**config.mk**
```make
export PLATFORM = sky130hd
export DESIGN_NAME = pe_accumulator
export DESIGN_NICKNAME = d
export VERILOG_FILES = /design/src/rtl/pe_accumulator_pkg.sv /design/src/rtl/pe_accumulator_sat_add.sv /design/src/rtl/pe_accumulator.sv
export SDC_FILE = /design/constraint.sdc
export NUM_CORES = 1
export LEC_CHECK = 0
export ABC_AREA = 1
export CAP_MARGIN = 20
export CORE_MARGIN = 5
export CORE_UTILIZATION = 29
export CTS_CLUSTER_SIZE = 14
export DETAILED_ROUTE_END_ITERATION = 8
export PLACE_DENSITY = 0.45
export REMOVE_ABC_BUFFERS = 1
export SETUP_SLACK_MARGIN = 0.02
export SLEW_MARGIN = 30
export SYNTH_ARGS = -nofsm -noshare
export SYNTH_HDL_FRONTEND = slang
export SYNTH_SLANG_ARGS = --single-unit
```
**constraint.sdc**
```tcl
create_clock -name i_clk -period 2.31 [get_ports i_clk]
set_clock_uncertainty 0.1 [all_clocks]
set_input_delay 0.462 -clock i_clk [delete_from_list [all_inputs] [get_ports i_clk]]
set_output_delay 0.462 -clock i_clk [all_outputs]
set_load 0.02 [all_outputs]
```
**src/rtl/pe_accumulator_pkg.sv**
```systemverilog
// Shared PE package: default datapath widths and the accumulator FSM encoding.
package pe_accumulator_pkg;

    localparam int IN_W_DEF  = 15;
    localparam int ACC_W_DEF = 24;
    localparam int CNT_W_DEF = 8;

    typedef enum logic [1:0] {
        IDLE  = 2'd0,
        ACCUM = 2'd1,
        HOLD  = 2'd2
    } acc_state_t;

endpackage

```
**src/rtl/pe_accumulator_sat_add.sv**
```systemverilog
// Combinational signed adder that clamps to the representable range on overflow.
module sat_add #(
    parameter int W = 24
) (
    input  logic signed [W-1:0] a,
    input  logic signed [W-1:0] b,
    output logic signed [W-1:0] sum,
    output logic                ovf
);

    logic signed [W-1:0] raw;
    logic signed [W-1:0] max_val;
    logic signed [W-1:0] min_val;

    assign raw     = a + b;
    assign max_val = {1'b0, {(W-1){1'b1}}};
    assign min_val = {1'b1, {(W-1){1'b0}}};

    // Overflow only when both operands share a sign the raw result lacks.
    assign ovf = (a[W-1] == b[W-1]) && (raw[W-1] != a[W-1]);
    assign sum = ovf ? (a[W-1] ? min_val : max_val) : raw;

endmodule

```
**src/rtl/pe_accumulator.sv**
```systemverilog
// Group accumulator behind the PE stage: sums signed partial products per first..last group
// with saturation, and presents one registered result per group on a valid/ready port.
module pe_accumulator
    import pe_accumulator_pkg::*;
#(
    parameter int IN_W  = IN_W_DEF,
    parameter int ACC_W = ACC_W_DEF,
    parameter int CNT_W = CNT_W_DEF
) (
    input  logic                    i_clk,
    input  logic                    i_rst_n,
    input  logic                    i_valid,
    output logic                    o_ready,
    input  logic signed [IN_W-1:0]  i_prod,
    input  logic                    i_first,
    input  logic                    i_last,
    output logic                    o_valid,
    input  logic                    i_ready,
    output logic signed [ACC_W-1:0] o_sum,
    output logic [CNT_W-1:0]        o_count,
    output logic                    o_sat,
    output logic                    o_err
);

    localparam int EXT_W = ACC_W - IN_W;

    acc_state_t state, state_nxt;

    logic signed [ACC_W-1:0] acc, acc_nxt;
    logic [CNT_W-1:0]        count, count_nxt;
    logic                    sat, sat_nxt;

    logic signed [ACC_W-1:0] prod_ext;
    logic signed [ACC_W-1:0] add_sum;
    logic                    add_ovf;
    logic [CNT_W-1:0]        count_inc;

    logic accept, start, cont, err, close, drain;

    assign o_ready  = ~o_valid | i_ready;
    assign accept   = i_valid & o_ready;
    assign prod_ext = {{EXT_W{i_prod[IN_W-1]}}, i_prod};

    // An opening beat restarts the group from any state; a continuation needs an open group.
    assign start = accept & i_first;
    assign cont  = accept & ~i_first & (state == ACCUM);
    assign err   = accept & ~i_first & (state != ACCUM);
    assign close = (start | cont) & i_last;
    assign drain = o_valid & i_ready;

    assign count_inc = (count == {CNT_W{1'b1}}) ? count : count + 1'b1;

    sat_add #(.W(ACC_W)) u_sat_add (
        .a   (acc),
        .b   (prod_ext),
        .sum (add_sum),
        .ovf (add_ovf)
    );

    always_comb begin
        acc_nxt   = acc;
        count_nxt = count;
        sat_nxt   = sat;
        if (start) begin
            acc_nxt   = prod_ext;
            count_nxt = {{(CNT_W-1){1'b0}}, 1'b1};
            sat_nxt   = 1'b0;
        end else if (cont) begin
            acc_nxt   = add_sum;
            count_nxt = count_inc;
            sat_nxt   = sat | add_ovf;
        end
    end

    always_comb begin
        state_nxt = state;
        case (state)
            IDLE: begin
                if (start) state_nxt = i_last ? HOLD : ACCUM;
            end
            ACCUM: begin
                if (close)      state_nxt = HOLD;
                else if (start) state_nxt = ACCUM;
            end
            HOLD: begin
                // A dropped non-first beat while draining still consumes the result.
                if (close)      state_nxt = HOLD;
                else if (start) state_nxt = ACCUM;
                else if (drain) state_nxt = IDLE;
            end
            default: state_nxt = IDLE;
        endcase
    end

    always_ff @(posedge i_clk or negedge i_rst_n) begin
        if (!i_rst_n) state <= IDLE;
        else          state <= state_nxt;
    end

    always_ff @(posedge i_clk or negedge i_rst_n) begin
        if (!i_rst_n) begin
            acc     <= '0;
            count   <= '0;
            sat     <= 1'b0;
            o_sum   <= '0;
            o_count <= '0;
            o_sat   <= 1'b0;
            o_valid <= 1'b0;
            o_err   <= 1'b0;
        end else begin
            acc   <= acc_nxt;
            count <= count_nxt;
            sat   <= sat_nxt;
            o_err <= err;
            if (close) begin
                o_sum   <= acc_nxt;
                o_count <= count_nxt;
                o_sat   <= sat_nxt;
                o_valid <= 1'b1;
            end else if (drain) begin
                o_valid <= 1'b0;
            end
        end
    end

endmodule

```
# Word level (Yosys, flattened, before mapping)
# Cells that the tools add are included.
# Widths: inputs -> output; s select.
# word_totals
word_cells,55
output_inout_bits,36
regBits,70
input_bits,21
# classes
addsub,2
n_mux,19
n_eq_ne,9
bitwise_logic,12
n_reduce_logical,4
# ops
op,count
$mux 24,4
$add 24x15->24,1
$mux 8,3
$mux 2,7
$add 8x1->8 const B,1
$eq 8x8->1 const B,1
$and 1x1->1,7
$pmux 2 s3,1
$mux 1,4
$ne 4x4->1 const B,1
$ne 3x3->1 const B,1
$or 1x1->1,3
$reduce_and 3->1,1
$eq 2x1->1 const B,1
$eq 2x2->1 const B,1
$logic_not 2->1,1
$ne 2x1->1 const B,1
$ne 2x2->1 const B,1
$not 1->1,2
$reduce_bool 2->1,1
$eq 1x1->1,1
$logic_and 1x1->1,1
$ne 1x1->1,1

# Logic depth before layout (Yosys ltp)
# Gate-level depths: netlist of run 1.
# logic_depth
ltp_word,9
ltp_mapped,18
ltp_nobuf,18

# Hierarchy
# From an unflattened synthesis of run 1, not the netlist that was laid out.
# unflattened
hier_cells,817
area_unflattened_um2,5341.4
# by_module_without_submodules
mod,cells_each,area_per_inst_um2,n_inst,seq_area_each_um2
pe_accumulator,427,3365.7,1,1751.7
sat_add,390,1975.6,1,0.0

# Worst setup path after synthesis of run 1
# No wires, ideal clock.
# synth_path
path_type,input-to-reg
startpoint,input port i_prod[2]
endpoint,register o_sum[15]
path_buffers,1
setup_ns,0.116
slack_ns,0.104
required_time_ns,2.094
path_stages,13
arrival_time_ns,1.989
path_cell_list,ha_1 or2_1 nand3_1 nand2_2 nand2_2 nand3_4 a21oi_4 buf_6 nand2_1 nand2_1 nand2_2 nand2_1 nand2_1
# synth_between
elab_chain_cells,6
# synth_lines
element,line_no,rtl
from (decl),pe_accumulator.sv:14,"input logic signed [IN_W-1:0] i_prod,"
$add 24x15->24 (*),pe_accumulator_sat_add.sv:15,assign raw = a + b;
$ne 1x1->1,pe_accumulator_sat_add.sv:20,assign ovf = (a[W-1] == b[W-1]) && (raw[W-1] != a[W-1]);
$logic_and 1x1->1,pe_accumulator_sat_add.sv:20,
$mux 24 (*),pe_accumulator_sat_add.sv:21,assign sum = ovf ? (a[W-1] ? min_val : max_val) : raw;
$mux 24 (*),pe_accumulator.sv:68,end else if (cont) begin
$mux 24 (*),pe_accumulator.sv:64,if (start) begin
via acc_nxt[15],pe_accumulator.sv:29,"logic signed [ACC_W-1:0] acc, acc_nxt;"
to (signal assigned),pe_accumulator.sv:116,o_sum <= acc_nxt;
to (decl),pe_accumulator.sv:19,"output logic signed [ACC_W-1:0] o_sum,"
# The timed path passes the listed nets; every way through them passes the cells marked *.
# A chain may end at the register's enable or synchronous reset.

# Worst setup path in the final report of run 1
# layout_path
startpoint,register acc[18]
endpoint,register o_sum[20]
# layout_between
elab_chain_cells,6
# layout_lines
element,line_no,rtl
from (decl),pe_accumulator.sv:29,
from (signal assigned),pe_accumulator.sv:111,acc <= acc_nxt;
$add 24x15->24 (*),pe_accumulator_sat_add.sv:15,
$ne 1x1->1,pe_accumulator_sat_add.sv:20,
$logic_and 1x1->1,pe_accumulator_sat_add.sv:20,
$mux 24 (*),pe_accumulator_sat_add.sv:21,
$mux 24 (*),pe_accumulator.sv:68,
$mux 24 (*),pe_accumulator.sv:64,
via acc_nxt[20],pe_accumulator.sv:29,
# Marks and branches as above.

==> results.cfg, run 1 <==
[yosys]
netlist_area_um2 = 5080
yosys_register_bits = 70
yosysSeqAreaShare_pct = 34.5
synth_largest_area_cell = sky130_fd_sc_hd__dfrtp_1
synthDistinctLibCells = 39
post_synth.cell_area_avg_um2 = 6.54
synth.yosys.warnings = 0
netlist_instances = 776
yosys-top-cells-area = sky130_fd_sc_hd__dfrtp_1, sky130_fd_sc_hd__nand2_1, sky130_fd_sc_hd__inv_1
yosysTopAreaCellShare_pct = 34.5

[detailed_routing]
post_drt_wl_per_cell_um = 13.2
route.met2.wl_um = 7530
post_drt_via_cell_ratio = 4.32
detail_route.wirelength.met1_um = 7300
first_pass_iters = 4
top_layer_used = met4
routed_wirelength_um = 15400
detail_route.drc_violations = 0
detail_route_met3_wl_um = 416
routed-via-count = 5046
drtIter0Drc = 185
drtAntennaViolNets = 0

[place]
place_hpwl_um = 11400
dp.cells = 1134
port_buffers = 56
finalWeightedCongestion = 0.907

[sta]
max_slew_margin_pct = 71.1
timing.final.crit_period_ns = 2.22
worst_pin_slew_ns = 0.434
finalMaxSlewViolations = 0
setup_violations = 0
final-hold-violation-count = 0
fin_setup_tns_ns = 0
rsz0062_at_grt = true
layout_worst_path_cycle_share_pct = 96.1
max_freq_mhz = 450

[min_path]
whs_path_depth = 2
holdCritPathClass = register to register

[die]
floorplan.die_area_um2 = 20300
die_h_um = 142
fp.dieW_um = 142
io_pins = 57
initial_utilization_pct = 29.5
floorplan.core_area_um2 = 17200
rows = 48

[global_route]
antenna_found_initial = 0
grt.total_usage_pct = 15.6
grt_overflow = 0
grt_pass1_wl_um = 25200
first_global_vias = 5063
grt_start_max_net_pins = 41

[clock_network]
clock_sinks = 70
cts_tree = yes
clkSlewWorstSetupHoldPaths_ns = 0.06
ctsLongestPathBuffers = 2
tritoncts.num_buffers = 9
cts_root_buffer = sky130_fd_sc_hd__clkbuf_16
clk_latency_ns = 0.35
htreeDepth = 3

[power_and_ir_drop]
seqPwrFrac_pct = 23.2
netSwitchingFraction_pct = 42.7
power_mw = 8.00
vdd_ir_drop_max_uv = 499
p_switching_mw = 3.42
cellInternalPower_mw = 4.58
clock_power_share_pct = 17.9
p_comb_share_pct = 58.9
p_leak_nw = 4.00
power_density_nw_per_um2 = 1040

[outcome]
outcome = finished clean

[final_layout]
final_layout_size_suffix_gt1_share_pct = 31.5
fin_util_pct = 44.7
layout.cells.non_filler = 1168
nets = 984
syn_to_final_growth_pct = 51.7
final_cell_mix = sky130_fd_sc_hd__nand2_1, sky130_fd_sc_hd__buf_4, sky130_fd_sc_hd__inv_1, sky130_fd_sc_hd__nand2_2, sky130_fd_sc_hd__nor2_1
layout_commonest_cell = sky130_fd_sc_hd__nand2_1
antenna-diode-count = 0

[critical_path]
critPathSlowestCell = sky130_fd_sc_hd__dfrtp_1
timing.critical_path.to_type = register
r2r_setup_slack_ns = 0.09
critical_path_class = register to register
worstRegToRegCells = 16
critical_path.max_fanout = 6
setup.worst_path.start_class = register
worst_ep_required_time_ns = 2.44
cp_data_arrival_time_ns = 2.35
worstPathCellList = ha_4 > nand2_4 > inv_2 > nand2_2 > nand2_2 > a21oi_2 > buf_4 > nand3_4 > nand2_4 > nand2_8 > nand2_4 > nand2_4 > nand2_2 > nand2_2 > nand2_1 > nand2_1
critPathMaxStageDelay_ns = 0.43

[flow_run]
timing.max_cap.violations = 0
[flip-flops by register name, indices dropped and copies added, names as in the netlist]
register  flops
acc          24
count         8
o_count       8
o_err         1
o_sat         1
o_sum        24
o_valid       1
sat           1
state         2
[cell type report]
cell class,instances,area (um2)
fillers,1776,9530
multi-input cells,594,3520
flip-flops and latches,70,1750
repair buffers,166,1480
inverters,97,367
well taps,225,282
clock buffers,11,243
clock inverters,5,58.8
[per-layer routing]
metal | vias to the layer above | global-route usage [%]
li1 | 2686 | -
met1 | 2293 | 20.7
met2 | 57 | 26.6
met3 | 10 | 2.76
met4 | 0 | 3.75
met5 | - | 0
[critical path, delay by kind of cell (launching register included)]
family / cells / cell delay [ns]
simple gates: 12 / 1.02
flops: 1 / 0.43
fa+ha+maj: 1 / 0.26
buf+inv: 2 / 0.18
compound gates: 1 / 0.13
[cells by family (layout without fill, tap and decap cells)]
| family | after synthesis | after routing | synth area share (%) |
|---|---|---|---|
| adder cells (fa/ha/maj) | 25 | 25 | 6.31 |
| AND/OR/NAND/NOR | 519 | 522 | 43.0 |
| AO/OA/AOI/OAI | 36 | 36 | 4.04 |
| buffers and inverters | 115 | 279 | 10.2 |
| flip-flops | 70 | 70 | 34.5 |
| XOR/XNOR | 11 | 11 | 1.90 |
[final timing paths]
kind / startpoint / to
setup / recovery: acc[18] / o_sum[20]
hold / removal: o_sum[17] / o_sum[17]
setup reg to reg: acc[18] / o_sum[20]
hold reg to reg: o_sum[17] / o_sum[17]
max in group asynchronous: i_rst_n / acc[4]
min in group asynchronous: i_rst_n / o_err
[per-stage QoR]
stage | hold slack [ns] | setup WS [ns] | area (um2)
3_3_place_gp | 0.332 | -0.682 | 6540
6_report | 0.370 | 0.0896 | 7700
2_1_floorplan | 0.0664 | -2.25 | 4920
3_5_place_dp | 0.339 | -0.730 | 6540
5_1_grt | 0.397 | -0.0382 | 7700
4_1_cts | 0.372 | -0.00781 | 7260
[power by group through the flow]
stage / combinational (mW) / clock (mW) / sequential [mW]
3_5_place_dp: 3.82 / 0 / 1.83
4_1_cts: 4.21 / 1.48 / 1.86
5_1_grt: 5.22 / 1.53 / 1.91
2_1_floorplan: 1.97 / 0 / 2.03
3_3_place_gp: 3.81 / 0 / 1.84
6_report: 4.71 / 1.43 / 1.86
[synth_stat cells (all sizes together)]
cell,count
a21oi,21
a22oi,1
a31oi,1
and2,1
buf,13
clkbuf,5
clkinv,1
dfrtp,70
fa,1
ha,24
inv,96
nand2,377
nand3,38
nand3b,2
nand4,6
nor2,89
nor3,5
o2111ai,1
o21ai,11
o21bai,1
or2,1
xnor2,1
xor2,10
[what timing repair did]
item                       CTS  global route
gates resized for setup     78           105
setup endpoints to repair   50            47
cloned                       4             1
hold endpoints to repair    30             0
pin swaps                   38            44
hold buffers                 1             0
buffers inserted             3             9
Note: power is estimated with default switching activity, not from simulation.
==> run 2: changes to the inputs <==
--- a/config.mk
+++ b/config.mk
@@ -9,6 +9,7 @@
 export CAP_MARGIN = 20
 export CORE_MARGIN = 5
 export CORE_UTILIZATION = 29
+export CTS_CLUSTER_DIAMETER = 80
 export CTS_CLUSTER_SIZE = 14
 export DETAILED_ROUTE_END_ITERATION = 8
 export PLACE_DENSITY = 0.45
==> constraint.sdc (replaced) <==
create_clock -name i_clk -period 2.3 [get_ports i_clk]
set_clock_uncertainty 0.1 [all_clocks]
set_input_delay 0.46 -clock i_clk [delete_from_list [all_inputs] [get_ports i_clk]]
set_output_delay 0.46 -clock i_clk [all_outputs]
set_load 0.02 [all_outputs]
==> results.cfg, run 2 (synthesized netlist as in run 1, its figures left out) <==
[detailed_routing]
routed-via-count = 5077
drtIter0Drc = 244
detail_route.drc_violations = 0
post_drt_via_cell_ratio = 4.34
routed_wirelength_um = 15200
post_drt_wl_per_cell_um = 13.0
drtAntennaViolNets = 0
first_pass_iters = 4

[die]
io_pins = 57
die_h_um = 142
floorplan.core_area_um2 = 17200
floorplan.die_area_um2 = 20300
rows = 48
initial_utilization_pct = 29.5
fp.dieW_um = 142

[global_route]
grt_overflow = 0
first_global_vias = 5051
grt_start_max_net_pins = 41
grt.total_usage_pct = 15.7
antenna_found_initial = 0
grt_pass1_wl_um = 25400

[final_layout]
final_cell_mix = sky130_fd_sc_hd__nand2_1, sky130_fd_sc_hd__buf_4, sky130_fd_sc_hd__inv_1, sky130_fd_sc_hd__nand2_2, sky130_fd_sc_hd__nor2_1
nets = 986
ff_latch_area_um2 = 1750
multiInputGateArea_um2 = 3520
antenna-diode-count = 0
filler_cells = 1761
layout_top_registers = acc x24, o_sum x24
fin_util_pct = 44.6
layout_commonest_cell = sky130_fd_sc_hd__nand2_1
syn_to_final_growth_pct = 51.3
final_layout_size_suffix_gt1_share_pct = 31.9

[sta]
final-hold-violation-count = 0
setup_violations = 0
worst_pin_slew_ns = 0.435
finalMaxSlewViolations = 0
max_freq_mhz = 451
timing.final.crit_period_ns = 2.22
rsz0062_at_grt = true
max_slew_margin_pct = 71.0
fin_setup_tns_ns = 0
layout_worst_path_cycle_share_pct = 96.5

[critical_path]
setup.worst_path.start_class = register
critPathBufInv = 4
critical_path.max_fanout = 8
worst_path_dominant_cell_family = simple AND/OR/NAND/NOR gates
critPathSlowestCell = sky130_fd_sc_hd__dfrtp_1
cp_data_arrival_time_ns = 2.35
critical_path_class = register to register
critPathMaxStageDelay_ns = 0.42
worst_ep_required_time_ns = 2.43
worstPathCellList = ha_4 > nand2_4 > inv_2 > nand2_2 > nand2_2 > a21oi_2 > buf_4 > nand3_4 > a21oi_4 > buf_6 > buf_12 > nand2_1 > nand2_1 > nand2_2 > nand2_1 > nand2_1
r2r_setup_slack_ns = 0.08
most_repeated_library_cell_on_the_critical_path = sky130_fd_sc_hd__nand2_1
timing.critical_path.to_type = register

[power_and_ir_drop]
cellInternalPower_mw = 4.65
power_density_nw_per_um2 = 1050
p_leak_nw = 3.97
vdd_ir_drop_max_uv = 471
p_switching_mw = 3.40
p_comb_share_pct = 58.9
clock_power_share_pct = 17.8
seqPwrFrac_pct = 23.3
netSwitchingFraction_pct = 42.3

[outcome]
outcome = finished clean

[clock_network]
cts_root_buffer = sky130_fd_sc_hd__clkbuf_16
clkSlewWorstSetupHoldPaths_ns = 0.06
htreeDepth = 3
tritoncts.num_buffers = 9
ctsLongestPathBuffers = 2
clock_sinks = 70
clk_latency_ns = 0.34
cts_tree = yes

[min_path]
holdCritPathClass = register to register

[place]
port_buffers = 56
place_hpwl_um = 11400
finalWeightedCongestion = 0.907

[flow_run]
timing.max_cap.violations = 0
-- run 2: cell types whose count changed in the layout (fill, tap and decap cells not counted), moves of 2 or more --
cell                      change
sky130_fd_sc_hd__buf_4        +3
sky130_fd_sc_hd__inv_1        -2
sky130_fd_sc_hd__nand2_4      -6
sky130_fd_sc_hd__inv_2        +2
sky130_fd_sc_hd__nand2_2      +4
sky130_fd_sc_hd__ha_1         -2
sky130_fd_sc_hd__buf_8        +2
sky130_fd_sc_hd__buf_12       -3
sky130_fd_sc_hd__buf_6        +2
sky130_fd_sc_hd__ha_4         +2
-- run 2: layout make-up --
type / instances / area share [%]
clock inverters: 5 / 0.765
multi-input cells: 594 / 45.8
well taps: 225 / 3.66
flip-flops and latches: 70 / 22.8
clock buffers: 11 / 3.16
inverters: 97 / 4.77
repair buffers: 168 / 19.1
-- run 2: path summary, 6_finish.rpt --
kind,from,end,cells past startpoint
worst max register to register,acc[18],o_sum[4],16
worst min register to register,o_sum[18],o_sum[18],2
max in group asynchronous,i_rst_n,acc[7],3
min in group asynchronous,i_rst_n,o_err,2
worst max-delay path,acc[18],o_sum[4],16
worst min-delay path,o_sum[18],o_sum[18],2
-- run 2: per-layer routing --
layer / track usage, % / vias to the layer above / routed length, um
li1: - / 2693 / -
met3: 2.86 / 14 / 553
met1: 21.5 / 2295 / 7200
met4: 3.70 / 0 / 195
met2: 25.9 / 75 / 7280
met5: 0 / - / 0
-- run 2: power groups by stage --
stage | sequential, mW | clock [mW] | combinational [mW]
after global placement | 1.85 | 0 | 3.83
after detailed placement | 1.85 | 0 | 3.83
after CTS | 1.87 | 1.48 | 4.24
after floorplan | 2.04 | 0 | 1.98
after global routing | 1.93 | 1.55 | 5.27
final | 1.88 | 1.43 | 4.74
-- run 2: worst min-delay path: stages (launching register included) --
cell and delay (ns):
sky130_fd_sc_hd__dfrtp_1 0.34, sky130_fd_sc_hd__nand2_1 0.05, sky130_fd_sc_hd__nand2_1 0.04
-- run 2: through the flow --
| stage | setup WS [ns] | total power, mW | hold slack, ns | cells | instance area, um2 |
|---|---|---|---|---|---|
| detailed placement | -0.703 | 5.68 | 0.344 | 1134 | 6540 |
| CTS | -0.00413 | 7.59 | 0.376 | 1164 | 7320 |
| global placement | -0.688 | 5.68 | 0.330 | 1134 | 6540 |
| floorplan | -2.26 | 4.02 | 0.0644 | 758 | 4920 |
| finish | 0.0805 | 8.05 | 0.367 | 1170 | 7680 |
| global route | -0.0607 | 8.74 | 0.389 | 1170 | 7680 |
-- run 2: timing repair --
item / 4_1_cts / 5_1_grt
setup buffers: 10 / 8
setup endpoints to repair: 50 / 47
hold endpoints to repair: 30 / 0
pin swaps: 40 / 55
resized for setup: 84 / 105
hold buffers: 1 / 0
gates cloned: 3 / 1
